--- config.mk ---
export PLATFORM = sky130hd
export DESIGN_NAME = bcd_stopwatch_ctrl
export DESIGN_NICKNAME = d
export VERILOG_FILES = /design/src/rtl/bcd_sw_pkg.sv /design/src/rtl/bcd_stopwatch_ctrl_digit.sv /design/src/rtl/bcd_stopwatch_ctrl.sv
export SDC_FILE = /design/constraint.sdc
export NUM_CORES = 1
export LEC_CHECK = 0
export ABC_CLOCK_PERIOD_IN_PS = 3600
export CELL_PAD_IN_SITES_DETAIL_PLACEMENT = 0
export CELL_PAD_IN_SITES_GLOBAL_PLACEMENT = 1
export CORE_ASPECT_RATIO = 0.7
export CORE_MARGIN = 3
export CORE_UTILIZATION = 39
export DETAILED_ROUTE_END_ITERATION = 10
export GPL_TIMING_DRIVEN = 0
export PLACE_DENSITY_LB_ADDON = 0.1
export RECOVER_POWER = 25
export SYNTH_ARGS = -nofsm -noshare
export SYNTH_HDL_FRONTEND = slang
export SYNTH_SLANG_ARGS = --single-unit
--- constraint.sdc ---
create_clock -name clk -period 3.6 [get_ports clk]
set_clock_uncertainty 0.1 [all_clocks]
set_input_delay 0.9 -clock clk [delete_from_list [all_inputs] [get_ports clk]]
set_output_delay 0.9 -clock clk [all_outputs]
set_load 0.02 [all_outputs]
--- src/rtl/bcd_sw_pkg.sv ---
// Shared constants for the BCD stopwatch: FSM state encoding and BCD digit limits.
package bcd_sw_pkg;

  localparam logic [1:0] ST_IDLE  = 2'd0;
  localparam logic [1:0] ST_RUN   = 2'd1;
  localparam logic [1:0] ST_PAUSE = 2'd2;
  localparam logic [1:0] ST_OVF   = 2'd3;

  localparam int         BCD_W   = 4;
  localparam logic [3:0] BCD_MAX = 4'd9;

endpackage

--- src/rtl/bcd_stopwatch_ctrl_digit.sv ---
// One BCD digit (0..9) with synchronous clear; carry marks a 9->0 rollover in this cycle.
module bcd_digit_cell
  import bcd_sw_pkg::*;
(
  input  logic             clk,
  input  logic             rst_n,
  input  logic             clr,
  input  logic             inc,
  output logic [BCD_W-1:0] q,
  output logic             carry
);

  always_ff @(posedge clk) begin
    if (!rst_n || clr) begin
      q <= '0;
    end else if (inc) begin
      q <= (q == BCD_MAX) ? '0 : q + 1'b1;
    end
  end

  assign carry = inc & (q == BCD_MAX);

endmodule

--- src/rtl/bcd_stopwatch_ctrl.sv ---
// Stopwatch sequencer: start/pause/clear FSM, tick prescaler and a cascaded BCD counter.
// Optional lap-hold display freeze is enabled by defining LAP_HOLD_EN.
module bcd_stopwatch_ctrl
  import bcd_sw_pkg::*;
#(
  parameter int DIGITS   = 4,
  parameter int TICK_DIV = 50000,
  parameter int PRE_W    = 16
) (
  input  logic                clk,
  input  logic                rst_n,
  input  logic                start_stop,
  input  logic                clear,
  input  logic                lap,
  output logic [4*DIGITS-1:0] digits_out,
  output logic                running,
  output logic                overflow,
  output logic                lap_active,
  output logic [1:0]          fsm_state
);

  logic [1:0]            state;
  logic [PRE_W-1:0]      pre;
  logic [4*DIGITS-1:0]   live;
  logic [DIGITS-1:0]     inc;
  logic [DIGITS-1:0]     carry;
  logic                  tick;
  logic                  all9;
  logic                  ovf_go;

  assign tick   = (state == ST_RUN) && (pre == PRE_W'(TICK_DIV - 1));
  assign ovf_go = tick & all9;

  always_comb begin
    all9 = 1'b1;
    for (int i = 0; i < DIGITS; i++) begin
      if (live[i*BCD_W +: BCD_W] != BCD_MAX) all9 = 1'b0;
    end
  end

  // Gating digit 0 at all-9s makes the counter saturate on the overflow tick.
  assign inc[0] = tick & ~all9;

  for (genvar g = 0; g < DIGITS; g++) begin : g_digit
    bcd_digit_cell u_cell (
      .clk   (clk),
      .rst_n (rst_n),
      .clr   (clear),
      .inc   (inc[g]),
      .q     (live[g*BCD_W +: BCD_W]),
      .carry (carry[g])
    );
    if (g < DIGITS - 1) begin : g_link
      assign inc[g+1] = carry[g];
    end
  end

  logic unused_carry;
  assign unused_carry = carry[DIGITS-1];

  always_ff @(posedge clk) begin
    if (!rst_n || clear) begin
      state <= ST_IDLE;
      pre   <= '0;
    end else begin
      if (state == ST_RUN) pre <= tick ? '0 : pre + 1'b1;
      case (state)
        ST_IDLE:  if (start_stop) state <= ST_RUN;
        // A tick landing with start_stop still commits; overflow outranks the pause.
        ST_RUN: begin
          if (ovf_go)          state <= ST_OVF;
          else if (start_stop) state <= ST_PAUSE;
        end
        ST_PAUSE: if (start_stop) state <= ST_RUN;
        default:  ;
      endcase
    end
  end

  assign running   = (state == ST_RUN);
  assign overflow  = (state == ST_OVF);
  assign fsm_state = state;

`ifdef LAP_HOLD_EN
  logic [4*DIGITS-1:0] snap;
  logic                lap_ok;

  assign lap_ok = lap && !start_stop &&
                  (((state == ST_RUN) && !ovf_go) || (state == ST_PAUSE));

  always_ff @(posedge clk) begin
    if (!rst_n || clear) begin
      lap_active <= 1'b0;
      snap       <= '0;
    end else if (ovf_go) begin
      lap_active <= 1'b0;
    end else if (lap_ok) begin
      lap_active <= ~lap_active;
      if (!lap_active) snap <= live;
    end
  end

  assign digits_out = lap_active ? snap : live;
`else
  logic unused_lap;
  assign unused_lap = lap;
  assign lap_active = 1'b0;
  assign digits_out = live;
`endif

endmodule

Word-level counts from Yosys, hierarchy flattened:

Index checks and enable logic that the tools add are counted.

* flip-flop bits (word level): 34
* input port bits: 5
* logic and storage cells: 51

* add/subtract/negate cells: 5
* equality and inequality tests: 14
* multiplexer cells: 13
* bitwise gates (word level): 6
* reduce and logical (&&, ||, !) cells: 7

Operator list (number)
* $add 16x1->16 const B: 1
* $add 4x1->4 const B: 4
* $eq 16x16->1 const B: 1
* $eq 4x4->1 const B: 4
* $mux 16: 1
* $mux 4: 4
* $ne 4x4->1 const B: 4
* $mux 2: 3
* $and 1x1->1: 5
* $eq 2x2->1 const B: 2
* $mux 1: 4
* $pmux 2 s2: 1
* $ne 3x2->1 const B: 1
* $reduce_and 3->1: 1
* $eq 2x1->1 const B: 1
* $logic_not 2->1: 1
* $ne 2x1->1 const B: 1
* $reduce_bool 2->1: 1
* $reduce_or 2->1: 1
* $logic_and 1x1->1: 1
* $logic_not 1->1: 1
* $logic_or 1x1->1: 1
* $not 1->1: 1

Longest topological paths before layout:

* depth in word-level cells: 10
* depth in mapped cells: 7
* mapped depth without buffers: 6

By module:

From an unflattened synthesis, not the netlist that was laid out.

* cell total of the unflattened synthesis: 198
* area total of the unflattened synthesis: 1784.2 µm²

Modules (own cells, without submodules)
* bcd_stopwatch_ctrl: instances 1, cells an instance 110, area an instance 1008.5 µm²
* bcd_digit_cell: instances 4, cells an instance 22, area an instance 193.9 µm²

Least setup slack after synthesis:

OpenSTA, ideal clock, no wires.

* kind: register -> register
* start point: register pre[4]
* end point: register g_digit[2].u_cell.q[0]
* data arrival time: 2357 ps
* required time: 3429 ps
* setup slack: 1073 ps
* cell stages (with the launch flop): 6
* buffers on the path: 0
* cells stage by stage: dfxtp_1 > or4b_4 > or4_1 > or4_4 > or3_1 > a21oi_1

* longest elaborated chain between the ends: 5

Ends and longest elaborated chain
* start: declaration: line bcd_stopwatch_ctrl.sv:23 `logic [PRE_W-1:0] pre;`
* start signal: assignment: line bcd_stopwatch_ctrl.sv:66 `if (state == ST_RUN) pre <= tick ? '0 : pre + 1'b1;`
* $eq 16x16->1: line bcd_stopwatch_ctrl.sv:31 `assign tick = (state == ST_RUN) && (pre == PRE_W'(TICK_DIV - 1));`
* $logic_and 1x1->1: line bcd_stopwatch_ctrl.sv:31
* $and 1x1->1: line bcd_stopwatch_ctrl.sv:42 `assign inc[0] = tick & ~all9;`
* $and 1x1->1 (2 in a row): line bcd_stopwatch_ctrl_digit.sv:21 `assign carry = inc & (q == BCD_MAX);`
* end signal: assignment: line bcd_stopwatch_ctrl_digit.sv:17 `q <= (q == BCD_MAX) ? '0 : q + 1'b1;`
* end: declaration: line bcd_stopwatch_ctrl_digit.sv:9 `output logic [BCD_W-1:0] q,`

Every way passes these cells.
A chain may end at the register's enable or synchronous reset.

Worst setup path in the final report:

* start point: register pre[4]
* end point: register g_digit[1].u_cell.q[1]

* longest elaborated chain between the ends: 4

Ends and longest elaborated chain (line)
* $eq 16x16->1: bcd_stopwatch_ctrl.sv:31
* $logic_and 1x1->1: bcd_stopwatch_ctrl.sv:31
* $and 1x1->1: bcd_stopwatch_ctrl.sv:42
* $and 1x1->1: bcd_stopwatch_ctrl_digit.sv:21
* end signal: assignment: bcd_stopwatch_ctrl_digit.sv:17
* end: declaration: bcd_stopwatch_ctrl_digit.sv:9

Every way passes these cells.

==> results.py <==
metrics = {
    "drt": {
        "drtIter0Drc": 81,
        "dr.pass1.iters": 4,
        "vias": 1525,
        "drc": 0,
        "ant_nets": 0,
        "totalWireLength_um": 4080,
        "wire_per_inst_um": 14.5,
        "via_per_inst": 5.41,
    },
    "clocking": {
        "post_cts_buffers": 0,
        "clk_path_buf_depth": 2,
        "cts_sinks": 34,
        "clock_latency_ns": 0.28,
        "cts_tree": "done",
        "cts_root_buf": "clkbuf_8",
        "cts_hold_buf": 0,
        "path_clk_slew_ns": 0.07,
        "htree_levels": 2,
        "cts_resized": 0,
        "cts_buffers": 5,
    },
    "placed_design": {
        "gp_congestion": 0.771,
        "dpl.hpwl_um": 2970,
        "port_buffers": 23,
        "place_area_mm2": 0.00195,
    },
    "power": {
        "p_leak_nw": 0.664,
        "p_comb_share_pct": 3.2,
        "switching_share_pct": 22.1,
        "intPower_mw": 0.540,
        "power.total_mw": 0.693,
        "pwr_density_cell_mw_per_mm2": 339,
        "p_clk_share_pct": 42.2,
        "ir_drop_v": 0.000236,
        "p_switching_mw": 0.153,
        "pwr-share-seq_pct": 54.6,
    },
    "timing": {
        "fmax_mhz": 339,
        "hold_viol": 0,
        "setup-tns-final_ns": 0,
        "maxSlewHeadroom_pct": 31.4,
        "setup_viol": 0,
        "rsz0062_at_grt": "no",
        "post-route-min-period_ns": 2.95,
        "fin_crit_sh_pct": 81.9,
        "worst_slew_pin_slew_ns": 1.02,
        "slew_viol_final": 0,
    },
    "yosys": {
        "ys_types": 40,
        "yosys_warnings": 0,
        "synth_top_area_cell": "dfxtp_1",
        "synth-xor-area-share_pct": 10.1,
        "synth_area_leaders": "dfxtp_1 (41%), xor2_1 (5.8%), nor2_1 (5.4%), a21oi_1 (5.1%), xnor2_1 (4.2%)",
        "synth_top_area_share_pct": 41.1,
        "synth_top_family_by_area": "simple AND/OR/NAND/NOR gates",
        "synth_compound_area_share_pct": 10.7,
        "ys_seq_elements": 34,
        "syn_area_mm2": 0.00166,
        "yosysSeqAreaShare_pct": 41.1,
        "yosys.area_share.simple_pct": 33.1,
        "syn_avg_cell_area_um2": 8.32,
        "syn_inst": 199,
        "syn_nets": 205,
        "post_synth_fa_ha_maj_area_fraction_pct": 0.756,
        "synth.area.mux_share_pct": 0.605,
    },
    "global_route": {
        "grt_overflow": 0,
        "grt_pass1_wl_um": 6840,
        "grt_max_degree": 11,
        "track_usage_pct": 17.1,
        "grt_pass1_vias": 1445,
        "antenna_found_initial": 0,
    },
    "floorplan": {
        "die-area_mm2": 0.00507,
        "die_w_um": 83.9,
        "die_h_um": 60.5,
        "design.core.area_mm2": 0.00399,
        "start_util_pct": 41.4,
        "std_cell_rows": 19,
        "ioPinCount": 26,
    },
    "hold_path": {
        "hold_class": "flip-flop to flip-flop",
    },
    "final_layout": {
        "num_antenna_cells": 0,
        "nFillCells": 389,
        "final_area_mm2": 0.00204,
        "syn2layout_area_growth_pct": 23.4,
        "final_nets": 235,
        "drive_above_1_share_pct": 6.09,
    },
    "worst_setup_path": {
        "cp.required_ns": 3.71,
        "worst-path-max-fanout": 6,
        "critical_path.startpoint_type": "flip-flop",
        "end_kind": "flip-flop",
        "cp_data_arrival_time_ns": 3.06,
        "worstSetupPathType": "flip-flop to flip-flop",
    },
    "status": {
        "status": "completed",
    },
    "flow_run": {
        "maxCapViolCount": 0,
    },
}
[cell type report]
type / count / area [um2] / area share (%)
plain buffers: 6 / 26.3 / 1.29
clock buffers: 7 / 86.3 / 4.23
clock inverters: 1 / 5.00 / 0.245
inverters: 8 / 30.0 / 1.47
multi-input cells: 151 / 918 / 45.0
flip-flops and latches: 34 / 681 / 33.3
well taps: 52 / 65.1 / 3.19
repair buffers: 23 / 230 / 11.3
[cell families after synthesis]
group           after synthesis
mux                           1
compound gates               32
xor+xnor                     19
fa+ha+maj                     1
buf+inv                      14
simple gates                 97
other cells                   1
flops                        34
[routing by layer]
metal	global-route usage, %	vias up	wire length [um]
met3	4.48	4	177
met5	0	-	0
li1	-	765	-
met1	23.9	722	2170
met4	4.82	0	21
met2	26.5	34	1710
[registers in the layout, summed over array words and instances (netlist names)]
| name | count |
|---|---|
| g_digit.u_cell.q | 16 |
| fsm_state | 2 |
| pre | 16 |
[cells in the mapped netlist]
| master | number |
|---|---|
| conb_1 | 1 |
| xnor2_1 | 8 |
| nor4_2 | 1 |
| nand4_1 | 7 |
| a31oi_1 | 1 |
| o31ai_1 | 1 |
| or3_1 | 4 |
| o2111ai_1 | 1 |
| buf_1 | 1 |
| or4_4 | 1 |
| nor4_1 | 5 |
| nand3b_1 | 1 |
| nand2_1 | 18 |
| or3b_2 | 2 |
| xor2_1 | 11 |
| nand4b_1 | 4 |
| and3_1 | 2 |
| dfxtp_1 | 34 |
| mux2i_1 | 1 |
| nor3_1 | 5 |
| clkbuf_1 | 4 |
| nor2b_1 | 2 |
| or2_2 | 1 |
| or4_1 | 3 |
| a21oi_1 | 17 |
| ha_1 | 1 |
| inv_1 | 8 |
| and4_1 | 1 |
| nor4bb_1 | 1 |
| nand4bb_1 | 1 |
| a211oi_1 | 1 |
| nand3_1 | 6 |
| buf_4 | 1 |
| o21ai_0 | 8 |
| and2_1 | 1 |
| or4bb_1 | 2 |
| or4b_4 | 1 |
| o211ai_1 | 3 |
| nand2b_1 | 4 |
| nor2_1 | 24 |
[metrics by stage]
stage                     setup WS [ns]  util [%]  cells  hold WS (ns)
after global placement            0.716      48.8    274         0.373
final                             0.652      51.1    282         0.411
after CTS                         0.696      51.1    282         0.410
after detailed placement          0.728      48.8    274         0.399
after floorplan                    1.07         -    199         0.362
after global routing              0.502      51.1    282         0.443
[layout by cell type, fill, tap and decap left out, types with 3 or more instances in the layout]
master / n
dfxtp_1: 34
nor2_1: 24
nand2_1: 18
a21oi_1: 17
dlygate4sd3_1: 12
xor2_1: 11
clkdlybuf4s50_1: 11
inv_1: 8
o21ai_0: 8
xnor2_1: 8
nand4_1: 7
nand3_1: 6
clkbuf_8: 6
nor3_1: 5
clkbuf_1: 5
nor4_1: 5
nand2b_1: 4
nand4b_1: 4
or3_1: 4
or4_1: 3
o211ai_1: 3
[worst paths after layout]
path / startpoint / end / slack [ns] / cells past startpoint
max reg2reg: pre[4] / g_digit[1].u_cell.q[1] / 0.65 / 5
min: g_digit[2].u_cell.q[0] / g_digit[2].u_cell.q[0] / 0.41 / 2
max: pre[4] / g_digit[1].u_cell.q[1] / 0.65 / 5
min reg2reg: g_digit[2].u_cell.q[0] / g_digit[2].u_cell.q[0] / 0.41 / 2
[worst max-delay path, stage by stage (launching register included)]
cell and delay [ns]:
dfxtp_1 0.36, or4b_4 0.56, or4_1 0.52, nor4_1 0.90, o2111ai_1 0.25, a21oi_1 0.19
[power by group through the flow]
stage	clock (mW)	combinational [mW]	sequential [mW]
finish	0.292	0.0221	0.378
CTS	0.300	0.0221	0.378
floorplan	0	0.0112	0.388
detailed placement	0	0.0220	0.387
global route	0.311	0.0243	0.379
global placement	0	0.0216	0.387
Note: power is estimated with default switching activity, not from simulation.
